==> src/rtl/axi_lite_slave_regs_if.sv <==
// AXI4-Lite bus bundle shared by the register-file slave and its master.
// Latency: none, signal bundle only.
// Backpressure: plain valid/ready on all five channels.
interface axi_lite_if #(
  parameter int ADDR_W = 32,
  parameter int DATA_W = 32
);
  typedef logic [ADDR_W-1:0] addr_t;
  typedef logic [DATA_W-1:0] data_t;

  // write address channel
  addr_t               awaddr;
  logic                awvalid;
  logic                awready;
  // write data channel
  data_t               wdata;
  logic [DATA_W/8-1:0] wstrb;
  logic                wvalid;
  logic                wready;
  // write response channel
  logic [1:0]          bresp;
  logic                bvalid;
  logic                bready;
  // read address channel
  addr_t               araddr;
  logic                arvalid;
  logic                arready;
  // read data channel
  data_t               rdata;
  logic [1:0]          rresp;
  logic                rvalid;
  logic                rready;

  modport master (
    output awaddr, awvalid, wdata, wstrb, wvalid, bready, araddr, arvalid, rready,
    input  awready, wready, bresp, bvalid, arready, rdata, rresp, rvalid
  );

  modport slave (
    input  awaddr, awvalid, wdata, wstrb, wvalid, bready, araddr, arvalid, rready,
    output awready, wready, bresp, bvalid, arready, rdata, rresp, rvalid
  );
endinterface

==> src/rtl/axi_lite_slave_regs.sv <==
// AXI4-Lite register file: NUM_REGS x 32-bit registers with byte strobes and SLVERR decode.
// Latency: bvalid one cycle after the later of AW/W; rvalid one cycle after AR.
// Backpressure: one outstanding write and one read; ready drops while a response is pending.
module axi_lite_slave_regs #(
  parameter int          NUM_REGS    = 16,
  parameter logic [31:0] RESET_VALUE = 32'h0000_0000,
  parameter int          ADDR_W      = 32
) (
  input  logic                   clk,
  input  logic                   rst,
  axi_lite_if.slave              s_axi_lite,
  output logic [NUM_REGS*32-1:0] reg_q,
  output logic [NUM_REGS-1:0]    wr_pulse
);

  localparam int IDX_W = (NUM_REGS > 1) ? $clog2(NUM_REGS) : 1;
  // word-address limit, sized to the word-address field so the compare is width-clean
  localparam logic [ADDR_W-3:0] REG_LIMIT = (ADDR_W-2)'(NUM_REGS);

  localparam logic [1:0] RESP_OKAY   = 2'b00;
  localparam logic [1:0] RESP_SLVERR = 2'b10;

  // register storage
  logic [31:0] regs [NUM_REGS];

  // write-side capture state
  logic              aw_held;
  logic [ADDR_W-1:0] awaddr_q;
  logic              w_held;
  logic [31:0]       wdata_q;
  logic [3:0]        wstrb_q;

  // response state
  logic              bvalid_q;
  logic [1:0]        bresp_q;
  logic              rvalid_q;
  logic [1:0]        rresp_q;
  logic [31:0]       rdata_q;

  // write-side combinational terms
  logic              awready_c;
  logic              wready_c;
  logic              aw_hs;
  logic              w_hs;
  logic              commit;
  logic [ADDR_W-1:0] wr_addr;
  logic [31:0]       wr_data;
  logic [3:0]        wr_strb;
  logic [IDX_W-1:0]  wr_idx;
  logic              wr_in_range;
  logic [NUM_REGS-1:0] wr_sel;

  // read-side combinational terms
  logic              arready_c;
  logic              ar_hs;
  logic [IDX_W-1:0]  rd_idx;
  logic              rd_in_range;

  // byte offset bits never take part in decode
  logic              unused_addr_lsb;

  function automatic logic addr_in_range(input logic [ADDR_W-1:0] a);
    return a[ADDR_W-1:2] < REG_LIMIT;
  endfunction

  // Readies depend only on held state, never on the incoming valids.
  assign awready_c = !aw_held && !bvalid_q;
  assign wready_c  = !w_held  && !bvalid_q;
  assign arready_c = !rvalid_q;

  assign aw_hs = s_axi_lite.awvalid && awready_c;
  assign w_hs  = s_axi_lite.wvalid  && wready_c;
  assign ar_hs = s_axi_lite.arvalid && arready_c;

  // A write commits once both halves exist, whether held or arriving this cycle.
  assign commit  = (aw_held || aw_hs) && (w_held || w_hs);
  assign wr_addr = aw_held ? awaddr_q : s_axi_lite.awaddr;
  assign wr_data = w_held  ? wdata_q  : s_axi_lite.wdata;
  assign wr_strb = w_held  ? wstrb_q  : s_axi_lite.wstrb;

  assign wr_idx      = wr_addr[IDX_W+1:2];
  assign wr_in_range = addr_in_range(wr_addr);

  assign rd_idx      = s_axi_lite.araddr[IDX_W+1:2];
  assign rd_in_range = addr_in_range(s_axi_lite.araddr);

  assign unused_addr_lsb = ^{wr_addr[1:0], s_axi_lite.araddr[1:0]};

  // Decode the committing write into a one-hot register select.
  always_comb begin
    wr_sel = '0;
    if (commit && wr_in_range) begin
      for (int i = 0; i < NUM_REGS; i++) begin
        wr_sel[i] = (wr_idx == IDX_W'(i));
      end
    end
  end

  // Hold whichever of AW/W arrives first until its partner shows up.
  always_ff @(posedge clk or negedge rst) begin
    if (!rst) begin
      aw_held  <= 1'b0;
      awaddr_q <= '0;
      w_held   <= 1'b0;
      wdata_q  <= '0;
      wstrb_q  <= '0;
    end else if (commit) begin
      aw_held <= 1'b0;
      w_held  <= 1'b0;
    end else begin
      if (aw_hs) begin
        aw_held  <= 1'b1;
        awaddr_q <= s_axi_lite.awaddr;
      end
      if (w_hs) begin
        w_held  <= 1'b1;
        wdata_q <= s_axi_lite.wdata;
        wstrb_q <= s_axi_lite.wstrb;
      end
    end
  end

  // Raise the write response on commit and hold it until the master takes it.
  always_ff @(posedge clk or negedge rst) begin
    if (!rst) begin
      bvalid_q <= 1'b0;
      bresp_q  <= RESP_OKAY;
    end else if (commit) begin
      bvalid_q <= 1'b1;
      bresp_q  <= wr_in_range ? RESP_OKAY : RESP_SLVERR;
    end else if (bvalid_q && s_axi_lite.bready) begin
      bvalid_q <= 1'b0;
    end
  end

  // Apply strobed byte writes to the selected register and pulse its write flag.
  always_ff @(posedge clk or negedge rst) begin
    if (!rst) begin
      for (int i = 0; i < NUM_REGS; i++) begin
        regs[i] <= RESET_VALUE;
      end
      wr_pulse <= '0;
    end else begin
      for (int i = 0; i < NUM_REGS; i++) begin
        if (wr_sel[i]) begin
          for (int b = 0; b < 4; b++) begin
            if (wr_strb[b]) begin
              regs[i][8*b +: 8] <= wr_data[8*b +: 8];
            end
          end
        end
      end
      wr_pulse <= wr_sel;
    end
  end

  // Capture read data on the AR handshake; same-edge writes are seen next time.
  always_ff @(posedge clk or negedge rst) begin
    if (!rst) begin
      rvalid_q <= 1'b0;
      rresp_q  <= RESP_OKAY;
      rdata_q  <= '0;
    end else if (ar_hs) begin
      rvalid_q <= 1'b1;
      if (rd_in_range) begin
        rdata_q <= regs[rd_idx];
        rresp_q <= RESP_OKAY;
      end else begin
        rdata_q <= '0;
        rresp_q <= RESP_SLVERR;
      end
    end else if (rvalid_q && s_axi_lite.rready) begin
      rvalid_q <= 1'b0;
    end
  end

  // Flatten register contents for user logic.
  for (genvar g = 0; g < NUM_REGS; g++) begin : g_reg_out
    assign reg_q[32*g +: 32] = regs[g];
  end

  assign s_axi_lite.awready = awready_c;
  assign s_axi_lite.wready  = wready_c;
  assign s_axi_lite.bvalid  = bvalid_q;
  assign s_axi_lite.bresp   = bresp_q;
  assign s_axi_lite.arready = arready_c;
  assign s_axi_lite.rvalid  = rvalid_q;
  assign s_axi_lite.rresp   = rresp_q;
  assign s_axi_lite.rdata   = rdata_q;

endmodule
==> src/flat_wrapper.sv <==
// flat-port wrapper written by rule: the top's interface ports become plain ports
module axi_lite_slave_regs_flat 
#(
  parameter int          NUM_REGS    = 16,
  parameter logic [31:0] RESET_VALUE = 32'h0000_0000,
  parameter int          ADDR_W      = 32
)
  (clk, rst, reg_q, wr_pulse, s_axi_lite_awaddr, s_axi_lite_awvalid, s_axi_lite_wdata, s_axi_lite_wstrb, s_axi_lite_wvalid, s_axi_lite_bready, s_axi_lite_araddr, s_axi_lite_arvalid, s_axi_lite_rready, s_axi_lite_awready, s_axi_lite_wready, s_axi_lite_bresp, s_axi_lite_bvalid, s_axi_lite_arready, s_axi_lite_rdata, s_axi_lite_rresp, s_axi_lite_rvalid);
  axi_lite_if #(.ADDR_W(ADDR_W)) s_axi_lite_i ();
  input  logic clk;
  input  logic rst;
  output logic [NUM_REGS*32-1:0] reg_q;
  output logic [NUM_REGS-1:0] wr_pulse;
  input wire logic [$bits(s_axi_lite_i.awaddr)-1:0] s_axi_lite_awaddr;
  input wire logic [$bits(s_axi_lite_i.awvalid)-1:0] s_axi_lite_awvalid;
  input wire logic [$bits(s_axi_lite_i.wdata)-1:0] s_axi_lite_wdata;
  input wire logic [$bits(s_axi_lite_i.wstrb)-1:0] s_axi_lite_wstrb;
  input wire logic [$bits(s_axi_lite_i.wvalid)-1:0] s_axi_lite_wvalid;
  input wire logic [$bits(s_axi_lite_i.bready)-1:0] s_axi_lite_bready;
  input wire logic [$bits(s_axi_lite_i.araddr)-1:0] s_axi_lite_araddr;
  input wire logic [$bits(s_axi_lite_i.arvalid)-1:0] s_axi_lite_arvalid;
  input wire logic [$bits(s_axi_lite_i.rready)-1:0] s_axi_lite_rready;
  output wire logic [$bits(s_axi_lite_i.awready)-1:0] s_axi_lite_awready;
  output wire logic [$bits(s_axi_lite_i.wready)-1:0] s_axi_lite_wready;
  output wire logic [$bits(s_axi_lite_i.bresp)-1:0] s_axi_lite_bresp;
  output wire logic [$bits(s_axi_lite_i.bvalid)-1:0] s_axi_lite_bvalid;
  output wire logic [$bits(s_axi_lite_i.arready)-1:0] s_axi_lite_arready;
  output wire logic [$bits(s_axi_lite_i.rdata)-1:0] s_axi_lite_rdata;
  output wire logic [$bits(s_axi_lite_i.rresp)-1:0] s_axi_lite_rresp;
  output wire logic [$bits(s_axi_lite_i.rvalid)-1:0] s_axi_lite_rvalid;
  assign s_axi_lite_i.awaddr = s_axi_lite_awaddr;
  assign s_axi_lite_i.awvalid = s_axi_lite_awvalid;
  assign s_axi_lite_i.wdata = s_axi_lite_wdata;
  assign s_axi_lite_i.wstrb = s_axi_lite_wstrb;
  assign s_axi_lite_i.wvalid = s_axi_lite_wvalid;
  assign s_axi_lite_i.bready = s_axi_lite_bready;
  assign s_axi_lite_i.araddr = s_axi_lite_araddr;
  assign s_axi_lite_i.arvalid = s_axi_lite_arvalid;
  assign s_axi_lite_i.rready = s_axi_lite_rready;
  assign s_axi_lite_awready = s_axi_lite_i.awready;
  assign s_axi_lite_wready = s_axi_lite_i.wready;
  assign s_axi_lite_bresp = s_axi_lite_i.bresp;
  assign s_axi_lite_bvalid = s_axi_lite_i.bvalid;
  assign s_axi_lite_arready = s_axi_lite_i.arready;
  assign s_axi_lite_rdata = s_axi_lite_i.rdata;
  assign s_axi_lite_rresp = s_axi_lite_i.rresp;
  assign s_axi_lite_rvalid = s_axi_lite_i.rvalid;
  axi_lite_slave_regs #(.NUM_REGS(NUM_REGS), .RESET_VALUE(RESET_VALUE), .ADDR_W(ADDR_W)) u_core (.clk(clk), .rst(rst), .s_axi_lite(s_axi_lite_i), .reg_q(reg_q), .wr_pulse(wr_pulse));
endmodule
==> config.mk <==
export PLATFORM = sky130hd
export DESIGN_NAME = axi_lite_slave_regs_flat
export DESIGN_NICKNAME = d
export VERILOG_FILES = /design/src/rtl/axi_lite_slave_regs_if.sv /design/src/rtl/axi_lite_slave_regs.sv /design/src/flat_wrapper.sv
export SDC_FILE = /design/constraint.sdc
export NUM_CORES = 1
export LEC_CHECK = 0
export ABC_AREA = 0
export BUFFER_PORTS_ARGS = -buffer_cell sky130_fd_sc_hd__buf_2
export CAP_MARGIN = 10
export CORE_MARGIN = 2
export CORE_UTILIZATION = 40
export DETAILED_ROUTE_END_ITERATION = 7
export SLEW_MARGIN = 25
export SYNTH_ARGS = -nofsm -noshare
export SYNTH_HDL_FRONTEND = slang
export SYNTH_SLANG_ARGS = --single-unit
==> constraint.sdc <==
create_clock -name clk -period 2.7 [get_ports clk]
set_input_delay 0.405 -clock clk [delete_from_list [all_inputs] [get_ports clk]]
set_output_delay 0.405 -clock clk [all_outputs]
set_load 0.1 [all_outputs]
==> summary by stage <==
Status
The flow ran to the end, and the final reports show no timing, DRC or antenna violations.

Clock network
CTS saw 632 sinks. The buffer type at the clock tree root is clkbuf_16. Clock tree synthesis inserted a total of 73 buffers.

The clock-pin slew on the worst setup and hold paths is 60 ps. The insertion delay of the later-clocked pin in the worst-skew pair is 620 ps. The number of setup buffers added after CTS is 0. The maximum level of the CTS H-tree is 3. The total of cells resized after clock tree synthesis is 0. The clock tree from TritonCTS is done. The worst-case clock buffer depth is 3.

Synthesis
Yosys mapped a number of flops with a built-in enable equal to 0. For this run, the leading register cell type out of synthesis is dfrtp_1. The most repeated cell in the gate-level netlist after synthesis is dfrtp_1. The average instance in the mapped netlist occupies 15.7 µm².

The count of cell types in the netlist is 38. The fraction of registers with async set or reset after synthesis is 1.00. The number of instances in the synthesized netlist is 1812. By area, the combinational part of the netlist is dominated by multiplexers.

The post-synthesis compound-gate area fraction is 0.0316. The area fraction in and, or, nand and nor cells after synthesis is 0.0502. The share of the synthesized area in the top cell type is 0.556. The synthesized design spends more area on one cell type than any other, namely dfrtp_1. Measured against the total synthesized area, the mux share comes to 0.344. Ranked by instance count, the synthesized netlist is headed by dfrtp_1 (632), mux2_2 (602), mux4_2 (128).

Yosys printed 0 warnings. The mapped cell area is 0.0284 mm². The parity-gate share of the synthesized area counting xor and xnor cells is 0.

Synthesis inferred 632 register bits. In the post-synthesis netlist, the biggest area contributors are dfrtp_1 (56%), mux2_2 (24%), mux4_2 (10%), a22oi_1 (1.7%), nand4_2 (1.7%). The register area share after synthesis is 0.556.

The area share of fa/ha/maj cells after synthesis is 0.

STA
Setup violations remaining at the end of the flow were counted as 0. The final count of hold timing violations was 0. The shortest clock period the worst path allows after layout is 2590 ps. Between clock sinks in the finished design, the worst skew comes to 23.1 ps. In the finished design, the share of the clock period the worst path needs comes to 0.959. The worst-case headroom to the max-slew limit is 0.413. The worst slack on hold paths is 38.7 ps. Timing would allow up to 0.386 GHz.

Setup repair after global routing could not meet its margin everywhere. The transition time of the tightest slew-check pin is 879 ps. The post-route setup TNS is 0 ps. The count of pins over their slew limit is 0.

Detailed routing
The total routed wirelength is 104000 µm. The DRC violation count after routing is 0. Dividing the detail-routed via count by the number of cells gives 5.71. The vias after detailed routing is 20400. For this block, the initial DRC count from the detailed router was 1373.

The average wire length per cell after detail routing is 28.9 µm. The first-pass iteration count of the detailed router is 5. The count of nets left with antenna violations once routing finished came out at 0.

Power and ir drop
Across the VDD grid, the largest voltage drop is 0.463 mV. The power per unit of standard cell area is 643 mW/mm². The total leakage power is 0.0199 µW.

Hold path
The type of the tightest min-delay check is primary input to register.

Floorplan
The initial standard-cell utilization of the core is 0.405. The area of the core region is 0.0701 mm². The die covers 0.0732 mm². The die outline width is 271 µm. The top-level port count is 676. After floorplanning, the core was divided into 97 placement rows. Measured along the y axis, the die boundary spans 271 µm.

Global routing
For this run, global-route usage on met2 was measured as 0.465. For this run, global-route usage on met1 was measured as 0.356. met2 is the most crowded layer.

The global route total overflow is 0. In the global route stage, overall resource usage came out at 0.278. In the global route stage, met3 resource usage came out at 0.0654. The pin count of the biggest net entering global routing is 70. The global-route wire length before repair is 150000 µm.

The initial antenna violation count came to 10. The via count of the first global-routing pass is 21400.

Worst setup path
Counting cells, the worst reg-to-reg path comes to 8. The critical path in this run is classified as register to register. The data required time at the worst endpoint is 3180 ps. The biggest fanout along the worst timing path is 16.

In this run the critical register-to-register path is launched from u_core.aw_held. STA classifies the critical path endpoint as a register. The critical path ends at u_core.reg_q[414].

The category of the worst setup path launch point is a register. The critical path starts at u_core.aw_held. Data on the critical path arrives at its endpoint at 3070 ps. The end of the worst register-to-register path is u_core.reg_q[414]. The worst register-to-register path has a setup slack of 110 ps.

Finish
The number of fill cells is 6042. The signed area change from the synthesized netlist to the final layout is 29.4%. Once layout is complete, the utilization of the core stands at 0.524.

The number of nets in the layout is 2688. Of the cells placed in the final design, the portion with a size suffix greater than 1 is 0.647.

Placement
Summed over all nets, the half-perimeter wirelength after detailed placement is 72500 µm. The congestion estimate from routability-driven global placement came to 0.870. The quantity of I/O buffers inserted on ports is 669.

Run
The number of max-cap violations is 0.
[metrics by stage]
step	setup WS, ps	cell area, µm²	total power [µW]	cells
after floorplan	212	28400	12700	1813
after global placement	70.1	34300	13900	3439
after detailed placement	86.8	34300	14000	3439
after CTS	97.5	36700	23800	3571
after global routing	-66.3	36800	24600	3577
final	110	36800	23700	3580
[flip-flops by register name, indices dropped and copies added, names as in the netlist]
register                  count
u_core.awaddr_q              30
u_core.aw_held                1
u_core.s_axi_lite.rresp       1
u_core.w_held                 1
u_core.s_axi_lite.rvalid      1
u_core.wdata_q               32
u_core.reg_q                512
u_core.s_axi_lite.bresp       1
u_core.s_axi_lite.rdata      32
u_core.wstrb_q                4
u_core.s_axi_lite.bvalid      1
u_core.wr_pulse              16
[worst max-delay path, stage by stage, from the launching register on]
cell and delay (ps):
dfrtp_1 450, buf_4 250, nor3_1 90, a21oi_1 550, nor2_1 200, buf_4 210, nand4_2 80, buf_4 260
mux2_2 370
[worst min path at each step]
stage,endpoint,slack (ps),cells past startpoint,startpoint
3_3_place_gp,u_core.awaddr_q[22],470,1,rst
6_report,u_core.wdata_q[3],40,2,s_axi_lite_wdata[3]
2_1_floorplan,u_core.aw_held,110,0,rst
4_1_cts,u_core.wdata_q[27],2,2,s_axi_lite_wdata[27]
5_1_grt,u_core.wdata_q[27],10,2,s_axi_lite_wdata[27]
3_5_place_dp,u_core.awaddr_q[22],480,1,rst
[area by class of cell]
| type | count | area [µm²] | share of cell area |
|---|---|---|---|
| clock buffer | 105 | 2110 | 0.0573 |
| sequential | 632 | 15800 | 0.430 |
| timing repair buffer | 811 | 5220 | 0.142 |
| inverter | 7 | 26.3 | 0.000714 |
| antenna | 8 | 20.0 | 0.000544 |
| clock inverter | 21 | 235 | 0.00640 |
| multi-input combinational | 1056 | 12200 | 0.331 |
| tap | 940 | 1180 | 0.0320 |
[routing by layer]
| metal | vias up | routed length, µm |
|---|---|---|
| met3 | 201 | 6990 |
| met5 | - | 27 |
| met4 | 4 | 3890 |
| met2 | 850 | 50800 |
| met1 | 10900 | 41900 |
| li1 | 8471 | - |
[placed cells by master, fill, tap and decap left out, types with 36 or more instances in the layout]
| master | synthesis | layout |
|---|---|---|
| clkbuf_16 | 0 | 75 |
| nor2_1 | 38 | 36 |
| mux2_2 | 602 | 602 |
| buf_12 | 0 | 60 |
| nand2_1 | 38 | 38 |
| dfrtp_1 | 632 | 630 |
| nand4_2 | 39 | 39 |
| buf_2 | 13 | 666 |
| buf_4 | 6 | 75 |
| a22oi_1 | 65 | 65 |
| mux4_2 | 128 | 128 |
[timing repair]
action / 4_1_cts / 5_1_grt
setup endpoints to repair: 0 / 45
hold buffers: 6 / 0
endpoints found under the hold margin: 56 / 0
[logic make-up (layout without fill, tap and decap cells)]
family	count (synthesis)	in the layout
multiplexers	741	741
AND/OR/NAND/NOR	198	198
buffers and inverters	125	944
flip-flops	632	632
other	1	10
AO/OA/AOI/OAI	115	115
[where the power goes]
part / switching (µW) / internal [µW]
logic: 2360 / 1150
registers: 358 / 10000
clock network: 4040 / 5730
(Power assumes the default switching activity.)
